## config.mk

```make
export PLATFORM = sky130hd
export DESIGN_NAME = draw_cmd_master
export DESIGN_NICKNAME = d
export VERILOG_FILES = /design/src/rtl/draw_pkg.sv /design/src/rtl/draw_cmd_fifo.sv /design/src/rtl/draw_cmd_master.sv
export SDC_FILE = /design/constraint.sdc
export NUM_CORES = 1
export LEC_CHECK = 0
export CORE_UTILIZATION = 35
export CTS_CLUSTER_SIZE = 28
export DETAILED_ROUTE_END_ITERATION = 8
export PLACE_DENSITY = 0.6
export SYNTH_ARGS = -nofsm -noshare
export SYNTH_HDL_FRONTEND = slang
export SYNTH_SLANG_ARGS = --single-unit
```

## constraint.sdc

```tcl
create_clock -name clock -period 2.9 [get_ports clock]
set_input_delay 0.435 -clock clock [delete_from_list [all_inputs] [get_ports clock]]
set_output_delay 0.435 -clock clock [all_outputs]
set_load 0.005 [all_outputs]
```

## src/rtl/draw_pkg.sv

```systemverilog
// rtl/draw_pkg.sv - shared types, register map and data helpers for the draw command master
package draw_pkg;

  typedef struct packed {
    logic [3:0] x;
    logic [3:0] y;
    logic [1:0] attack_type;
    logic       player;
  } draw_cmd_t;

  localparam logic [2:0] ADDR_X      = 3'd0;
  localparam logic [2:0] ADDR_Y      = 3'd1;
  localparam logic [2:0] ADDR_TYPE   = 3'd2;
  localparam logic [2:0] ADDR_PLAYER = 3'd3;

  typedef enum logic [3:0] {
    IDLE,
    WR_X,
    WR_Y,
    WR_TYPE,
    WR_PLAYER,
    GAP,
    ARM,
    POLL,
    RETIRE
  } state_t;

  // Peripheral register address targeted by a write state
  function automatic logic [2:0] reg_addr(input state_t s);
    case (s)
      WR_Y:      return ADDR_Y;
      WR_TYPE:   return ADDR_TYPE;
      WR_PLAYER: return ADDR_PLAYER;
      default:   return ADDR_X;
    endcase
  endfunction

  // Zero-extended register payload for a write state; unused bits stay 0
  function automatic logic [7:0] reg_data(input state_t s, input draw_cmd_t c);
    case (s)
      WR_X:      return {4'b0, c.x};
      WR_Y:      return {4'b0, c.y};
      WR_TYPE:   return {6'b0, c.attack_type};
      WR_PLAYER: return {7'b0, c.player};
      default:   return 8'h00;
    endcase
  endfunction

endpackage

```

## src/rtl/draw_cmd_fifo.sv

```systemverilog
// rtl/draw_cmd_fifo.sv - synchronous command queue of draw_cmd_t entries
import draw_pkg::*;

module draw_cmd_fifo #(
  parameter int DEPTH = 4
) (
  input  logic      clock,
  input  logic      reset_n,
  input  logic      push,
  input  draw_cmd_t push_data,
  input  logic      pop,
  output draw_cmd_t pop_data,
  output logic      full,
  output logic      empty
);

  localparam int AW = $clog2(DEPTH);
  localparam logic [AW:0] FULL_CNT = (AW+1)'(DEPTH);

  draw_cmd_t      mem [DEPTH];
  logic [AW-1:0]  wr_ptr;
  logic [AW-1:0]  rd_ptr;
  logic [AW:0]    count;
  logic           do_push;
  logic           do_pop;

  assign full     = (count == FULL_CNT);
  assign empty    = (count == '0);
  assign do_push  = push && !full;
  assign do_pop   = pop && !empty;
  assign pop_data = mem[rd_ptr];

  // Pointer and occupancy tracking; simultaneous push and pop leave count unchanged
  always_ff @(posedge clock or negedge reset_n) begin
    if (!reset_n) begin
      wr_ptr <= '0;
      rd_ptr <= '0;
      count  <= '0;
    end else begin
      if (do_push) wr_ptr <= wr_ptr + 1'b1;
      if (do_pop)  rd_ptr <= rd_ptr + 1'b1;
      case ({do_push, do_pop})
        2'b10:   count <= count + 1'b1;
        2'b01:   count <= count - 1'b1;
        default: count <= count;
      endcase
    end
  end

  // Entry storage, written only on an accepted push
  always_ff @(posedge clock) begin
    if (do_push) mem[wr_ptr] <= push_data;
  end

endmodule

```

## src/rtl/draw_cmd_master.sv

```systemverilog
// rtl/draw_cmd_master.sv - queues draw commands and replays them as register writes plus status poll (optional DRAW_TIMEOUT_EN)
import draw_pkg::*;

module draw_cmd_master #(
  parameter int FIFO_DEPTH     = 4,
  parameter int WR_GAP         = 2,
  parameter int TIMEOUT_CYCLES = 65535
) (
  input  logic        clock,
  input  logic        reset_n,
  input  logic        cmd_valid,
  output logic        cmd_ready,
  input  logic [3:0]  cmd_x,
  input  logic [3:0]  cmd_y,
  input  logic [1:0]  cmd_type,
  input  logic        cmd_player,
  output logic [2:0]  addr,
  output logic        wr_en,
  output logic        rd_en,
  output logic [7:0]  wr_data,
  input  logic [7:0]  rd_data,
  output logic        busy,
  output logic [15:0] draw_count,
  output logic        timeout_err
);

  localparam logic [7:0] GAP_LAST = 8'(WR_GAP - 1);

  draw_cmd_t cmd_in;
  draw_cmd_t fifo_head;
  draw_cmd_t cmd_q;
  logic      fifo_full;
  logic      fifo_empty;
  logic      fifo_pop;
  state_t    state;
  state_t    gap_next;
  logic [7:0] gap_cnt;
  logic      to_hit;
  logic      rd_data_unused;

  assign cmd_in         = '{x: cmd_x, y: cmd_y, attack_type: cmd_type, player: cmd_player};
  assign cmd_ready      = !fifo_full;
  assign fifo_pop       = (state == IDLE) && !fifo_empty;
  assign rd_data_unused = ^rd_data[7:1];

  draw_cmd_fifo #(.DEPTH(FIFO_DEPTH)) u_fifo (
    .clock     (clock),
    .reset_n   (reset_n),
    .push      (cmd_valid),
    .push_data (cmd_in),
    .pop       (fifo_pop),
    .pop_data  (fifo_head),
    .full      (fifo_full),
    .empty     (fifo_empty)
  );

`ifdef DRAW_TIMEOUT_EN
  localparam logic [15:0] TO_LAST = 16'(TIMEOUT_CYCLES - 1);

  logic [15:0] to_cnt;
  logic        waiting;

  assign waiting = (state == ARM) || (state == POLL);
  assign to_hit  = waiting && (to_cnt == TO_LAST);

  // Count cycles spent waiting on the peripheral; flag stays set until reset
  always_ff @(posedge clock or negedge reset_n) begin
    if (!reset_n) begin
      to_cnt      <= '0;
      timeout_err <= 1'b0;
    end else begin
      if (!waiting || to_hit) to_cnt <= '0;
      else                    to_cnt <= to_cnt + 1'b1;
      if (to_hit) timeout_err <= 1'b1;
    end
  end
`else
  logic timeout_unused;

  assign to_hit         = 1'b0;
  assign timeout_err    = 1'b0;
  assign timeout_unused = (TIMEOUT_CYCLES != 0);
`endif

  // Registered busy: engine active or commands still queued
  always_ff @(posedge clock or negedge reset_n) begin
    if (!reset_n) busy <= 1'b0;
    else          busy <= (state != IDLE) || !fifo_empty;
  end

  // Sequencer: X, Y, TYPE, PLAYER writes separated by gaps, then wait for a fresh done
  always_ff @(posedge clock or negedge reset_n) begin
    if (!reset_n) begin
      state      <= IDLE;
      gap_next   <= IDLE;
      gap_cnt    <= '0;
      cmd_q      <= '0;
      addr       <= '0;
      wr_en      <= 1'b0;
      rd_en      <= 1'b0;
      wr_data    <= '0;
      draw_count <= '0;
    end else begin
      case (state)
        IDLE: begin
          if (!fifo_empty) begin
            cmd_q   <= fifo_head;
            state   <= WR_X;
            wr_en   <= 1'b1;
            addr    <= ADDR_X;
            wr_data <= reg_data(WR_X, fifo_head);
          end
        end
        WR_X, WR_Y, WR_TYPE, WR_PLAYER: begin
          state   <= GAP;
          gap_cnt <= '0;
          wr_en   <= 1'b0;
          addr    <= ADDR_X;
          wr_data <= '0;
          case (state)
            WR_X:    gap_next <= WR_Y;
            WR_Y:    gap_next <= WR_TYPE;
            WR_TYPE: gap_next <= WR_PLAYER;
            default: gap_next <= ARM;
          endcase
        end
        GAP: begin
          if (gap_cnt == GAP_LAST) begin
            state <= gap_next;
            if (gap_next == ARM) begin
              rd_en <= 1'b1;
              addr  <= ADDR_X;
            end else begin
              wr_en   <= 1'b1;
              addr    <= reg_addr(gap_next);
              wr_data <= reg_data(gap_next, cmd_q);
            end
          end else begin
            gap_cnt <= gap_cnt + 1'b1;
          end
        end
        ARM: begin
          // a done still high from the previous draw is not ours
          if (to_hit) begin
            state <= IDLE;
            rd_en <= 1'b0;
          end else if (!rd_data[0]) begin
            state <= POLL;
          end
        end
        POLL: begin
          if (to_hit) begin
            state <= IDLE;
            rd_en <= 1'b0;
          end else if (rd_data[0]) begin
            state <= RETIRE;
            rd_en <= 1'b0;
          end
        end
        RETIRE: begin
          draw_count <= draw_count + 1'b1;
          state      <= IDLE;
        end
        default: state <= IDLE;
      endcase
    end
  end

endmodule

```

* After elaboration in Yosys (flattened, before gate mapping)
Memories as Yosys holds them, arrays and structs flattened.
Cells that the tools add are included.
** Operators by class
- $add $sub $neg :: 6
- Eq/ne operators :: 24
- Mux-type cells :: 29
- Bitwise gates (word level) :: 1
- Reduce and logical (&&, ||, !) cells :: 20
** Operator list (number)
- 8-bit 2-to-1 mux :: 4
- 4-bit by 3-bit equality test with 1-bit output, second input constant :: 6
- 8-bit one-hot mux with 3 select lines :: 1
- 4-bit one-hot mux with 5 select lines :: 1
- 3-bit one-hot mux with 3 select lines :: 2
- 16-bit by 1-bit adder with 16-bit output, second input constant :: 1
- 4-bit by 2-bit equality test with 1-bit output, second input constant :: 4
- 4-bit 2-to-1 mux :: 4
- 4-bit one-hot mux with 4 select lines :: 1
- 8-bit one-hot mux with 2 select lines :: 1
- 2-bit != test, second input constant :: 7
- 4-bit AND reduction :: 3
- 8-bit by 1-bit adder with 8-bit output, second input constant :: 1
- 4-bit by 1-bit equality test with 1-bit output, second input constant :: 2
- 8-bit by 1-bit equality test with 1-bit output, second input constant :: 1
- 1-bit 2-to-1 mux :: 8
- 3-bit 2-to-1 mux :: 2
- 2-bit one-hot mux with 3 select lines :: 1
- 3-bit one-hot mux with 2 select lines :: 1
- 2-bit nonzero test :: 3
- 2-bit by 1-bit adder with 2-bit output, second input constant :: 2
- 4-bit equality test, second input constant :: 1
- 4-bit zero test :: 1
- 2-bit AND reduction :: 2
- other kinds (17) :: 20
** Word-level totals
- Register bits after elaboration :: 64
- RAM bits :: 44
- Bits of input ports :: 22
- Logic and storage cells :: 97
- Memories kept :: 1
** Memories
- u_fifo.mem :: depth 4, bits a word 11, read ports 1, clocked after Yosys merged registers in 0, write ports 1, line draw_cmd_fifo.sv:20 : draw_cmd_t mem [DEPTH];

* Longest topological paths before layout
Gate-level depths: netlist of run 1.
- Depth in word-level cells :: 6
- Depth in mapped cells :: 10
- Mapped depth without buffers :: 10

* Modules after synthesis
From an unflattened synthesis of run 1, not the netlist that was laid out.
** Unflattened totals
- Cell total of the unflattened synthesis :: 317
- Area total of the unflattened synthesis :: 4653.2 um^2
** By module, submodules not included
- draw_cmd_master :: instances 1, cells each 223, area each 2621.3 um^2
- draw_cmd_fifo :: instances 1, cells each 94, area each 2031.9 um^2

* Least setup slack after synthesis of run 1
No wires, ideal clock.
- Path type :: reg-to-reg
- From :: register state[2]
- To :: register u_fifo.count[2]
- Arrival time :: 2.327 ns
- Data required time :: 2.821 ns
- Setup slack :: 0.493 ns
- Stages on the path, launching flop included :: 11
- Path buffers :: 2
- Clock period less this slack :: 2.407 ns
- Path through :: dfrtp_1 buf_6 or4_4 nor2_4 buf_4 ha_1 inv_1 fa_1 xor2_1 nor2_1 xor2_1
** Between the ends
- Word-level cells in the longest chain between the ends :: 5
- Elaborated cells between the ends (all ways) :: 7
** Ends and longest elaborated chain
- from (decl) :: line draw_cmd_master.sv:35 : state_t state;
- from (signal assigned) :: line draw_cmd_master.sv:129 : state <= gap_next;
- 4-bit zero test (*) :: line draw_cmd_master.sv:43 : assign fifo_pop = (state == IDLE) && !fifo_empty;
- 1-bit logical AND (*) :: line draw_cmd_master.sv:43
- via fifo_pop :: line draw_cmd_master.sv:34 : logic fifo_pop;
- 1-bit logical AND (*) :: line draw_cmd_fifo.sv:30 : assign do_pop = pop && !empty;
- 2-bit by 1-bit equality test with 1-bit output / 2-bit equality test (equally long branches) :: line draw_cmd_fifo.sv:42 : case ({do_push, do_pop})
- 3-bit one-hot mux with 2 select lines / 2-bit nonzero test (equally long branches)
- to (signal assigned) :: line draw_cmd_fifo.sv:43 : 2'b10: count <= count + 1'b1;
- to (signal assigned) :: line draw_cmd_fifo.sv:44 : 2'b01: count <= count - 1'b1;
- to (signal assigned) :: line draw_cmd_fifo.sv:45 : default: count <= count;
- to (decl) :: line draw_cmd_fifo.sv:23 : logic [AW:0] count;
The timed path passes the listed nets; every way through them passes the cells marked *.
A chain may end at the register's enable or synchronous reset.

* Worst setup path after layout of run 1
- From :: register state[3]
- To :: register u_fifo.count[2]
** Between the ends
- Word-level cells in the longest chain between the ends :: 5
- Elaborated cells between the ends (all ways) :: 7
** Ends and longest elaborated chain (line)
- 4-bit zero test (*) :: draw_cmd_master.sv:43
- 1-bit logical AND (*) :: draw_cmd_master.sv:43
- 1-bit logical AND (*) :: draw_cmd_fifo.sv:30
- 2-bit by 1-bit equality test with 1-bit output / 2-bit equality test (equally long branches) :: draw_cmd_fifo.sv:42
- 3-bit one-hot mux with 2 select lines / 2-bit nonzero test (equally long branches)
Every way passes the cells marked *; elsewhere a longest branch is shown, timed or not.

==> flow_summary.toml, run 1 <==
[timing]
setup_viol = 0
fmax_ghz = 0.460
relSlewSlack = 0.550
drv_slew = 0
tightest_slew_ps = 669
fin_worst_skew_ps = 9.54
hold_viol = 0
finalSetupTns_ps = 0
timing.hold.ws_ps = 5.31
min_period_ps = 2170
finalCritPeriodShare = 0.750
rsz0062_at_grt = "false"

[yosys]
syn_inst = 337
synth_area_leaders = "dfrtp_1, edfxtp_1, mux4_2"
ys_seq_area_frac = 0.604
synth_common_cells = "dfrtp_1, edfxtp_1, nor2_1, xnor2_1"
synth-edff-count = 44
yosysMostFrequentCell = "dfrtp_1"
yosys.cell_types.count = 54
synth_top_area_frac = 0.316
yosys_warnings = 0
ys_ff_latch = 102
synth_top_area_cell = "dfrtp_1"
syn_area_mm2 = 0.00459
syn_area_per_cell_um2 = 13.6
async_reset_ff_frac = 0.569
synth-main-ff-cell = "dfrtp_1"

[clocking]
cts.clk_slew.worst_paths_ps = 70
numCtsBuffers = 9
cts_buffer_depth = 2
htreeDepth = 3
cts_tree = "done"
clockRootBuffer = "clkbuf_16"
insertion_delay_ps = 350
cts_resized = 0
cts_sinks = 102
cts_hold_buf = 0
postCtsSetupBuffers = 0

[critical_path]
critPathArrivalTime_ps = 2450
crit_fanout = 3
worstPathRequired_ps = 3170
slowest_stage = "or4_4"
rr_startpoint = "state[3]"
crit_family = "simple AND/OR/NAND/NOR gates"
path_cells = "or4_4 -> nor2_4 -> ha_1 -> inv_1 -> fa_1 -> xor2_1 -> nor2_1 -> xor2_1"
cp-start-kind = "flip-flop"
critPathBufInv = 1
path_common_cell = "xor2_1"
cp-end-kind = "flip-flop"
critPathLaunch = "state[3]"
crit_type = "flip-flop to flip-flop"
max_stage_delay_ps = 580

[min_path]
min_path_type = "input port to async pin"

[floorplan]
num_rows = 41
die_area_mm2 = 0.0136
ios = 54
start_util = 0.361
die_w_um = 116
fp.coreArea_mm2 = 0.0127
die_h_um = 116

[layout]
diodes = 0
multi_input_area_mm2 = 0.00168
num-fill-cells = 1201
fin_cells = 556
drive_above_1_share = 0.148
area_growth_syn_to_layout_pct = 18.8
regArea_mm2 = 0.00277
fin_nets = 410

[flow_run]
max_cap_viol_count = 0

[drt]
first_pass_iters = 4
initialDrtViolationCount = 169
routed_wl_mm = 8.30
remaining_drc_errors = 0
ant_nets = 0
vias = 2749
post_drt_wl_per_cell_um = 14.9
via_per_inst = 4.94

[power_and_ir_drop]
power.density_mw_per_mm2 = 945
ir_drop_uv = 566
p_leak_uw = 0.00212

[placement]
placed_cells = 540
io_buffer_count = 40
place_congestion = 0.760
dp_hpwl_mm = 5.64

[run_status]
status = "completed"

[global_routing]
grt_use_total = 0.134
grt_overflow = 0
grt_start_max_net_pins = 42
grt_pass1_wl_mm = 13.6
antenna_found_initial = 0
grt_pass1_vias = 2723
cells by family after synthesis:
logic type                 after synthesis  synth area share
other                                    1          0.000817
xor gates and xnor gates                25            0.0477
muxes                                   34             0.109
and+or+nand+nor                         93             0.115
adders and majority gates                9            0.0262
DFF                                    102             0.604
buffers and inverters                   29            0.0338
AOI/OAI and AO/OA                       44            0.0635
metrics by stage:
stage	worst slack, ps	util	cell area (um2)	power, uW
after floorplan	493	-	4610	3430
after global placement	677	0.404	5140	3920
after detailed placement	637	0.404	5140	3970
after CTS	714	0.428	5450	5230
after global routing	578	0.428	5450	5480
final	726	0.428	5450	5150
power by group:
part           total [uW]  switching, uW  internal, uW
clock                1240            553           687
combinational        1740            871           867
sequential           2180            275          1900
total                5150           1700          3450
layer usage:
layer,global-route usage,vias up,wire (um)
met5,0,-,0
met4,0.0436,0,76
met3,0.0389,8,352
met2,0.220,63,4120
met1,0.172,1356,3760
li1,-,1322,-
state kept, by name, summed over array words and instances, names as in the netlist:
register,flops
wr_data,4
draw_count,16
gap_cnt,8
addr,2
u_fifo.mem,44
u_fifo.wr_ptr,2
cmd_q,11
gap_next,3
rd_en,1
state,4
u_fifo.rd_ptr,2
busy,1
wr_en,1
u_fifo.count,3
placed cells by master (no fill, tap or decap), types with 8 or more instances in the layout:
master and instances:
nand3_1 14, ha_1 8, mux2_2 16, inv_1 8
a21oi_1 11, nand2_1 16, xnor2_1 18, edfxtp_1 44
clkbuf_16 9, mux4_2 11, clkdlybuf4s50_1 39, dfrtp_1 58
nor2_1 20
final cells by class:
cell class              instances  area share
clock buffers                  10      0.0420
inverters                       8     0.00551
flip-flops and latches        102       0.509
well taps                     172      0.0395
multi-input cells             211       0.308
repair buffers                 47      0.0822
clock inverters                 6      0.0140
worst reg2reg max path, delay by kind of cell, from the launching register on:
family	cells	cell delay, ps
buf+inv	1	60
simple gates	3	810
xor+xnor	2	300
fa+ha+maj	2	560
flops	1	380
final timing paths:
kind | to | slack, ps | cells after the start
max | u_fifo.count[2] | 730 | 8
min | gap_cnt[3] | 5 | 1
max reg2reg | u_fifo.count[2] | 730 | 8
min reg2reg | draw_count[15] | 470 | 1
max in group asynchronous | cmd_q[8] | 2020 | 2
min in group clock | draw_count[15] | 470 | 1
Note: power is estimated with default switching activity, not from simulation.
==> inputs of run 2 (changes only) <==
- clock period: 2.9 -> 2.2 ns (I/O delays scaled with it)
==> run 2 against run 1 <==
  * Fmax up 4.3%
  * Core utilization grew 0.63 points
  * Clock power increased by 20%
  * Final area grew 1.5%
  * Via count up 0.69%
  * Non-clock buffer count up 10
  * Critical endpoint unchanged
  * Largest power group unchanged
  * Sequential cell count unchanged
  * The run now ends with hold timing left
  * Total power rose by 32%
  * First-iteration DRC count is 41% lower
==> flow_summary.toml, run 2 (synthesis results as in run 1) <==
[drt]
initialDrtViolationCount = 100
via_per_inst = 4.89
routed_wl_mm = 8.31
remaining_drc_errors = 0
post_drt_wl_per_cell_um = 14.7
ant_nets = 0
vias = 2768
first_pass_iters = 4

[critical_path]
r2r_end = "u_fifo.count[2]"
reg2reg_slack_ps = 120
crit_fanout = 2
max_stage_delay_ps = 570
crit_family = "simple AND/OR/NAND/NOR gates"
worstPathRequired_ps = 2460
critPathBufInv = 1
cp-end-kind = "flip-flop"
worstRegToRegCells = 8
critPathArrivalTime_ps = 2340
crit_type = "flip-flop to flip-flop"
path_cells = "or4_4 -> nor2_4 -> ha_4 -> inv_1 -> fa_2 -> xor2_1 -> nor2_1 -> xor2_1"
rr_startpoint = "state[0]"
cp-start-kind = "flip-flop"
slowest_stage = "or4_4"
path_common_cell = "xor2_1"

[timing]
rsz0062_at_grt = "false"
fmax_ghz = 0.480
fin_ws_ps = 116
timing.hold.ws_ps = -16.6
tightest_slew_ps = 576
setup_viol = 0
hold_viol = 8
drv_slew = 0
min_period_ps = 2080
finalCritPeriodShare = 0.947
relSlewSlack = 0.616
fin_worst_skew_ps = 9.23
finalSetupTns_ps = 0

[global_routing]
antenna_found_initial = 0
grt_pass1_wl_mm = 13.9
grt_pass1_vias = 2836
grt_start_max_net_pins = 59
grt_use_total = 0.135
grt_overflow = 0

[clocking]
cts_hold_buf = 0
htreeDepth = 3
cts.clk_slew.worst_paths_ps = 70
clockRootBuffer = "clkbuf_16"
numCtsBuffers = 9
cts_tree = "done"
insertion_delay_ps = 340
cts_buffer_depth = 2
cts_sinks = 102

[layout]
fin_nets = 420
regMostFlops = "u_fifo.mem"
final_cell_mix = "dfrtp_1, edfxtp_1, clkdlybuf4s50_1"
largest_reg_flops = 44
top_regs = "u_fifo.mem: 44 flops, draw_count: 16 flops, cmd_q: 11 flops"
num-fill-cells = 1209
final_common_cell = "dfrtp_1"
drive_above_1_share = 0.175
area_growth_syn_to_layout_pct = 20.5
diodes = 0

[floorplan]
start_util = 0.361
die_w_um = 116
fp.coreArea_mm2 = 0.0127
die_h_um = 116
num_rows = 41
ios = 54
die_area_mm2 = 0.0136

[min_path]
min_path_type = "input port to async pin"

[placement]
io_buffer_count = 40
place_congestion = 0.753
dp_slack_ps = 72.2
dp_hpwl_mm = 5.82

[power_and_ir_drop]
ir_drop_uv = 518
p_leak_uw = 0.00216
power.density_mw_per_mm2 = 1230

[run_status]
violations = "hold timing"
status = "finished, violations left"

[flow_run]
max_cap_viol_count = 0
-- run 2: cell types whose count changed in the layout (fill, tap and decap cells not counted) --
cell,delta
buf_4,+9
buf_12,+1
bufinv_16,-1
clkinv_1,+1
clkinv_4,-1
clkinvlp_4,+1
fa_1,-1
fa_2,+1
ha_1,-1
ha_4,+1
nand3_1,-1
nand3_2,+1
-- run 2: power by group --
group          internal (uW)  total [uW]  switching [uW]
combinational           1240        2450            1210
clock                    784        1490             707
sequential              2500        2840             340
-- run 2: how the worst max path moves through the flow --
stage               startpoint               to  slack [ps]  cells past startpoint
floorplan             state[1]  u_fifo.count[2]        -100                     10
global placement      state[3]  u_fifo.count[2]         120                      8
detailed placement   cmd_valid  u_fifo.count[2]          70                      9
CTS                   state[3]  u_fifo.count[2]          50                      8
global route          state[0]  u_fifo.count[2]          10                      8
finish                state[0]  u_fifo.count[2]         120                      8
-- run 2: cell type report --
cell class              instances  area (um2)  area share
clock inverters                 6        48.8     0.00882
flip-flops and latches        102        2770       0.501
well taps                     172         215      0.0389
inverters                       8        30.0     0.00543
repair buffers                 57         536      0.0968
clock buffers                  10         229      0.0414
multi-input cells             211        1700       0.307
-- run 2: routing by layer --
layer | part of all wire | wire length, um | vias up | GRT usage
li1 | - | - | 1343 | -
met1 | 0.47 | 3880 | 1360 | 0.169
met2 | 0.48 | 3990 | 51 | 0.228
met3 | 0.033 | 277 | 14 | 0.0332
met4 | 0.020 | 167 | 0 | 0.0496
met5 | 0 | 0 | - | 0
-- run 2: per-stage QoR --
step / area [um2] / std cells / utilization / total power [uW] / hold WS (ps)
global placement: 5240 / 549 / 0.412 / 5280 / 363
CTS: 5520 / 565 / 0.434 / 6870 / 0.520
detailed placement: 5240 / 549 / 0.412 / 5360 / 368
global route: 5530 / 566 / 0.435 / 7260 / 12.8
floorplan: 4630 / 342 / - / 4550 / 34.4
finish: 5530 / 566 / 0.435 / 6790 / -16.6
-- run 2: repair_timing --
item,4_1_cts,5_1_grt
resized for setup,0,1
setup buffers,0,1
endpoints found under the setup margin,0,1
==> inputs of run 3 (changes only) <==
- ABC_AREA: not set -> 0
- clock period: 2.2 -> 2.6 ns (I/O delays scaled with it)
==> run 3 against run 2 <==
  * The flow now finishes without violations
  * Via count up 0.47%
  * Clock-buffer cell count shrank 1
  * Critical endpoint unchanged
  * Routed wire length increased by 3.3%
  * Critical path type unchanged
  * First-iteration DRC count increased by 49%
  * Non-clock buffer count fell by 8
  * Die area unchanged
  * Global-route usage increased by 0.64 points
==> flow_summary.toml, run 3 (synthesis results as in run 1) <==
[critical_path]
cp-end-kind = "flip-flop"
reg2reg_slack_ps = 400
worstPathRequired_ps = 2880
critPathArrivalTime_ps = 2470
crit_fanout = 3
cp-start-kind = "flip-flop"
crit_type = "flip-flop to flip-flop"

[layout]
drive_above_1_share = 0.153
largest_reg_flops = 44
top_regs = "u_fifo.mem: 44 flops, draw_count: 16 flops, cmd_q: 11 flops"
diodes = 0
utilization = 0.431
fin_area_mm2 = 0.00548
regMostFlops = "u_fifo.mem"
area_growth_syn_to_layout_pct = 19.5
final_common_cell = "dfrtp_1"
fin_nets = 412
final_cell_mix = "dfrtp_1, edfxtp_1, clkdlybuf4s50_1"

[floorplan]
num_rows = 41
die_area_mm2 = 0.0136
fp.coreArea_mm2 = 0.0127
start_util = 0.361
die_w_um = 116
die_h_um = 116
ios = 54

[clocking]
cts_buffer_depth = 2
numCtsBuffers = 9
cts_tree = "done"
insertion_delay_ps = 360
postCtsSetupBuffers = 0
clockRootBuffer = "clkbuf_16"
cts.clk_slew.worst_paths_ps = 80
htreeDepth = 3
cts_sinks = 102

[timing]
drv_slew = 0
rsz0062_at_grt = "false"
fin_worst_skew_ps = 13.6
min_period_ps = 2200
finalSetupTns_ps = 0
fmax_ghz = 0.455
tightest_slew_ps = 620
relSlewSlack = 0.587
finalCritPeriodShare = 0.846
setup_viol = 0
fin_ws_ps = 401
hold_viol = 0

[power_and_ir_drop]
total_power_uw = 5830
ir_drop_uv = 577
power.density_mw_per_mm2 = 1060
p_leak_uw = 0.00214

[drt]
routed_wl_mm = 8.59
post_drt_wl_per_cell_um = 15.4
first_pass_iters = 4
via_per_inst = 4.98
initialDrtViolationCount = 149
ant_nets = 0
remaining_drc_errors = 0
vias = 2781

[global_routing]
grt_use_total = 0.142
grt_pass1_vias = 2760
grt_pass1_wl_mm = 14.1
grt_overflow = 0
grt_start_max_net_pins = 25
antenna_found_initial = 0

[placement]
placed_cell_area_mm2 = 0.00515
dp_hpwl_mm = 5.97
place_congestion = 0.781
dp_slack_ps = 362
io_buffer_count = 40

[min_path]
min_path_type = "input port to async pin"

[run_status]
status = "completed"

[flow_run]
max_cap_viol_count = 0
[run 3: what timing repair did]
action / 4_1_cts / 5_1_grt
hold buffers: 1 / 0
gates resized for setup: 0 / 0
endpoints found under the hold margin: 14 / 0
[run 3: routing by layer]
metal / vias to the layer above / GRT usage / wire [um]
met1: 1386 / 0.177 / 3860
met2: 48 / 0.231 / 4250
met3: 15 / 0.0358 / 269
li1: 1332 / - / -
met5: - / 0 / 0
met4: 0 / 0.0684 / 211
[run 3: metrics by stage]
stage / hold WS [ps] / std cells
final: 486 / 558
after global placement: 345 / 541
after detailed placement: 340 / 541
after CTS: 498 / 558
after global routing: 512 / 558
after floorplan: 94.4 / 342
[run 3: where the power goes]
part / internal, uW / switching (uW)
logic: 970 / 988
clock network: 779 / 663
registers: 2120 / 313
total: 3870 / 1960
[run 3: critical path, stage by stage, from the launching register on]
cell and delay, ps:
dfrtp_1 390, or4_4 580, nor2_4 110, ha_1 190
inv_1 60, fa_1 370, xor2_1 160, nor2_1 110
xor2_1 150
[run 3: area by class of cell]
| class | instances | area [um2] |
|---|---|---|
| timing repair buffer | 49 | 465 |
| multi-input combinational | 211 | 1680 |
| clock buffer | 9 | 225 |
| clock inverter | 7 | 95.1 |
| fill | 1194 | 7240 |
| inverter | 8 | 30.0 |
| sequential | 102 | 2770 |
| tap | 172 | 215 |
[run 3: path summary, 6_finish.rpt]
path                                     start         endpoint  cells past startpoint
worst min register to register  draw_count[12]   draw_count[12]                      1
worst max-delay path                  state[3]  u_fifo.count[2]                      8
worst min-delay path                   reset_n       gap_cnt[2]                      2
worst max register to register        state[3]  u_fifo.count[2]                      8
min in group clock              draw_count[12]   draw_count[12]                      1
max in group asynchronous              reset_n   draw_count[13]                      3
